===== src/rtl/apu_frame_sequencer.sv =====
// Frame sequencer that turns the DIV-APU rate into the 256/128/64 Hz length, sweep and envelope ticks.
// Optional feature macro: APU_FS_DIV_SYNC_EN steps on an external div_event pulse instead of the internal prescaler.
module apu_frame_sequencer #(
    parameter int PRESCALE_W = 14
) (
    input  logic       clk_i,
    input  logic       reset_n_i,
    input  logic       slow_clk_en_i,
    input  logic       apu_power_i,
    input  logic       div_reset_i,
    input  logic       div_event_i,
    output logic       length_tick_o,
    output logic       sweep_tick_o,
    output logic       env_tick_o,
    output logic [2:0] step_o,
    output logic       next_skips_length_o
);

    logic [2:0] step_q, step_d;
    logic       length_q, length_d;
    logic       sweep_q, sweep_d;
    logic       env_q, env_d;
    logic       step_event;

`ifdef APU_FS_DIV_SYNC_EN
    logic unused_inputs;
    assign unused_inputs = slow_clk_en_i ^ div_reset_i;

    assign step_event = apu_power_i & div_event_i;
`else
    logic [PRESCALE_W-1:0] presc_q, presc_d;
    logic                  unused_inputs;
    assign unused_inputs = div_event_i;

    // A DIV write beats a coincident all-ones step, so div_reset masks the event.
    assign step_event = apu_power_i & ~div_reset_i & slow_clk_en_i & (&presc_q);

    always_comb begin
        presc_d = presc_q;
        if (!apu_power_i) begin
            presc_d = '0;
        end else if (div_reset_i) begin
            presc_d = '0;
        end else if (slow_clk_en_i) begin
            presc_d = presc_q + {{(PRESCALE_W-1){1'b0}}, 1'b1};
        end
    end

    always_ff @(posedge clk_i or negedge reset_n_i) begin
        if (!reset_n_i) begin
            presc_q <= '0;
        end else begin
            presc_q <= presc_d;
        end
    end
`endif

    // Ticks decode the step about to be executed, then the step index advances.
    always_comb begin
        step_d   = step_q;
        length_d = 1'b0;
        sweep_d  = 1'b0;
        env_d    = 1'b0;
        if (!apu_power_i) begin
            step_d = 3'd0;
        end else if (step_event) begin
            step_d   = step_q + 3'd1;
            length_d = ~step_q[0];
            sweep_d  = (step_q[1:0] == 2'b10);
            env_d    = (step_q == 3'd7);
        end
    end

    always_ff @(posedge clk_i or negedge reset_n_i) begin
        if (!reset_n_i) begin
            step_q   <= 3'd0;
            length_q <= 1'b0;
            sweep_q  <= 1'b0;
            env_q    <= 1'b0;
        end else begin
            step_q   <= step_d;
            length_q <= length_d;
            sweep_q  <= sweep_d;
            env_q    <= env_d;
        end
    end

    assign length_tick_o       = length_q;
    assign sweep_tick_o        = sweep_q;
    assign env_tick_o          = env_q;
    assign step_o              = step_q;
    assign next_skips_length_o = step_q[0];

endmodule


===== config.mk =====
export PLATFORM = sky130hd
export DESIGN_NAME = apu_frame_sequencer
export DESIGN_NICKNAME = d
export VERILOG_FILES = /design/src/rtl/apu_frame_sequencer.sv
export SDC_FILE = /design/constraint.sdc
export NUM_CORES = 1
export LEC_CHECK = 0
export CAP_MARGIN = 25
export CORE_ASPECT_RATIO = 0.7
export CORE_UTILIZATION = 45
export DETAILED_ROUTE_END_ITERATION = 16
export PLACE_DENSITY = 0.67
export SLEW_MARGIN = 10
export SYNTH_ARGS = -nofsm -noshare
export SYNTH_HDL_FRONTEND = slang
export SYNTH_SLANG_ARGS = --single-unit
export TNS_END_PERCENT = 100

===== constraint.sdc =====
create_clock -name clk_i -period 1.9 [get_ports clk_i]
set_input_delay 0.38 -clock clk_i [delete_from_list [all_inputs] [get_ports clk_i]]
set_output_delay 0.38 -clock clk_i [all_outputs]
set_load 0.02 [all_outputs]

==> qor.csv <==
stage;metric;value;unit
power_and_ir_drop;part of the power in combinational logic;0.057;
hold_path;Hold Path Class;primary input to async pin;
placed_design;RD Place Congestion;0.7542;
route;WL final;2020;microns
route;via count;759;
timing;Slew Viols, Final;0;
placed_design;I/O Buffers;11;
worst_setup_path;CP max-delay cell;clkdlybuf4s50_1;
cells_and_area;Reg area;500.5;sq um
grt;initial antenna violation count;0;
worst_setup_path;RR Endpoint;presc_q[8];
logic_synthesis;average size of a mapped cell;10.79;sq um
cells_and_area;Area growth, synth to finish;17.63;%
clock_network;CTS tree;yes;
placed_design;placed instance count;142;
worst_setup_path;Buf/Inv on CP;1;
route;Post-route DRC;0;
grt;total grt overflow;0;
worst_setup_path;Stages on worst setup path;1;
placed_design;Post-DP Area;0.001207;sq mm
power_and_ir_drop;P_sw;163.1;uW
logic_synthesis;#FFs+latches synth;20;
power_and_ir_drop;Peak VDD IR;466.1;uV
clock_network;clock buffer count from CTS;3;
clock_network;clock-pin slew on the worst setup and hold paths;0.12;ns
worst_setup_path;Critical Path Fanout Max;4;
timing;worst hold margin;0.4011;ns
clock_network;# hold bufs at CTS;0;
power_and_ir_drop;pwr dens;583.1;mW/mm^2
flow_run;max_cap viols;0;
cells_and_area;most frequent cells in the layout;dfrtp_1 (20), nand2_1 (12), clkdlybuf4s50_1 (11);
cells_and_area;commonest non-fill, non-tap cell in the layout;dfrtp_1;
timing;Clock Skew;0.006987;ns
logic_synthesis;Synth Cell Area;0.001057;sq mm
logic_synthesis;Synth area leader;dfrtp_1;
clock_network;root buffer cell;clkbuf_4;
worst_setup_path;crit path launch;step_o[1];
grt;first-pass GRT wire length;3450;microns
worst_setup_path;Worst R2R Start;presc_q[0];
clock_network;CTS max path bufs;2;
clock_network;H-tree depth;1;
floorplan;io pins;13;
timing;setup TNS;0;ns
worst_setup_path;CP Launch Type;flip-flop;
route;Routed Antenna Nets;0;
worst_setup_path;CP endpoint;step_o[1];
timing;Final Cycle Share;0.9299;
timing;Max Freq;566.0;MHz
logic_synthesis;Primary FF master, synth;dfrtp_1;
worst_setup_path;crit end category;output pin;
placed_design;detailed placer's ending HPWL;1474;microns
timing;Setup Viol. Count Final;0;
floorplan;FP Rows;14;
timing;final setup slack of the worst path;0.1332;ns
cells_and_area;post-route insts no fill;146;
power_and_ir_drop;Pleak;0.0005295;uW
grt;GRT Util Overall;0.1899;
worst_setup_path;crit path kind;flip-flop to output pin;
power_and_ir_drop;Int Pwr;562.1;uW
clock_network;Clock Latency Late Sink;0.31;ns
worst_setup_path;cell family with most CP delay;buffers and inverters;
logic_synthesis;Syn Nets;108;
worst_setup_path;Worst EP required;1.52;ns
worst_setup_path;Data arrival, critical path;1.39;ns
power_and_ir_drop;Sw Ratio;0.2249;
grt;largest net degree at the start of global routing;21;
logic_synthesis;Yosys warnings;0;
clock_network;post_cts resized;0;
power_and_ir_drop;Clk pwr share;0.352;
route;Pre-antenna DRT Iters;4;
timing;Final Hold Fails;0;
floorplan;die extent in y;42.56;microns
logic_synthesis;Yosys cell types;24;
timing;unrepaired setup endpoints after global routing;false;
timing;Slew headroom;0.7178;
logic_synthesis;top cells by area, synth;dfrtp_1 (47%), mux2i_1 (7.6%), ha_1 (4.7%);
floorplan;initial core utilization;0.4829;
floorplan;core area;0.002190;sq mm
floorplan;die area;0.002551;sq mm
logic_synthesis;Post-Synthesis Cells;98;
timing;Worst-Margin Slew;0.4233;ns
cells_and_area;area of the multi-input gates;504.2;sq um
grt;vias in the first global route;772;
worst_setup_path;Critical Path Max Stage Delay;0.63;ns
cells_and_area;fraction of layout cells with a size suffix above 1;0.1053;
route;Iter 0 DRT Violations;32;
logic_synthesis;Synth top area share;0.4734;
worst_setup_path;worst-path cell chain;clkdlybuf4s50_1;
logic_synthesis;post-synthesis sequential area ratio;0.4734;
clock_network;Post-CTS Setup Inserts;0;
cells_and_area;Finished Cell Area;0.001244;sq mm
timing;minimum clock period;1.767;ns
logic_synthesis;Post-synth EDFFs;0;
cells_and_area;Inserted Diodes;0;
clock_network;clk sink count;20;
cells_and_area;nets;125;
route;drt wl/cell;13.84;microns
worst_setup_path;Worst R2R Setup Slack;0.33;ns
worst_setup_path;length in cells of the worst reg-to-reg path;4;
logic_synthesis;asr flop ratio synth;1.000;
placed_design;pre-CTS WS;0.007500;ns
floorplan;chip width;59.94;microns
power_and_ir_drop;sequential power share;0.591;
route;via/cell ratio;5.199;
status;status;finished, final reports clean;
cells_and_area;Fill cells;209;
==> power by group through the flow <==
stage	Combinational (uW)	Clock, uW	Sequential, uW
2_1_floorplan	17.5	0	437
4_1_cts	41.8	261	429
5_1_grt	45.8	275	429
3_5_place_dp	41.6	0	437
3_3_place_gp	40.8	0	437
6_report	41.1	255	429
==> sequential cells by signal, indices dropped and copies added, names as in the netlist <==
register / flops
env_tick_o: 1
sweep_tick_o: 1
presc_q: 14
step_o: 3
length_tick_o: 1
==> worst min path at each step <==
stage	start	to	slack, ns	cells past startpoint
after floorplan	reset_n_i	env_tick_o	0.08	0
after global placement	presc_q[13]	presc_q[13]	0.53	2
after detailed placement	presc_q[12]	presc_q[12]	0.53	2
after CTS	reset_n_i	presc_q[10]	0.41	2
after global routing	reset_n_i	presc_q[9]	0.41	2
final	reset_n_i	presc_q[10]	0.40	2
==> cell type report <==
| cell class | count | area share |
|---|---|---|
| Inverter | 4 | 0.01207 |
| Clock buffer | 4 | 0.02918 |
| Multi-Input combinational cell | 70 | 0.4054 |
| Tap cell | 32 | 0.03219 |
| Timing Repair Buffer | 16 | 0.1187 |
| Sequential cell | 20 | 0.4024 |
==> per-layer routing <==
layer,global-route usage,up-vias,share of wire
met2,0.2889,10,0.47
met5,0,-,0
met4,0.06512,0,0.0054
met3,0.06790,2,0.029
li1,-,382,-
met1,0.2485,365,0.49
==> metrics by stage <==
stage,util,total power [uW]
after floorplan,-,454.1
after global placement,0.5514,477.6
after detailed placement,0.5514,478.4
after CTS,0.5680,731.9
after global routing,0.5680,750.3
final,0.5680,725.2
==> cells in the mapped netlist (3+ instances only) <==
library cell,instances
dfrtp_1,20
inv_1,4
a21oi_1,5
nor2_1,5
or4_1,3
nor4_1,4
ha_1,4
o31ai_1,3
mux2i_1,8
nand4_1,3
xor2_1,3
nand2_1,12
and2_1,3
nand2b_1,5
==> logic make-up (layout without fill, tap and decap cells) <==
logic type | Yosys count | in the layout | share of synthesized area
and+or+nand+nor | 44 | 44 | 0.2663
buffers and inverters | 8 | 24 | 0.04969
DFF | 20 | 20 | 0.4734
xor gates and xnor gates | 4 | 4 | 0.03314
adders and majority gates | 4 | 4 | 0.04734
muxes | 8 | 8 | 0.07574
AOI/OAI and AO/OA | 10 | 10 | 0.05443
Note: power is estimated with default switching activity, not from simulation.
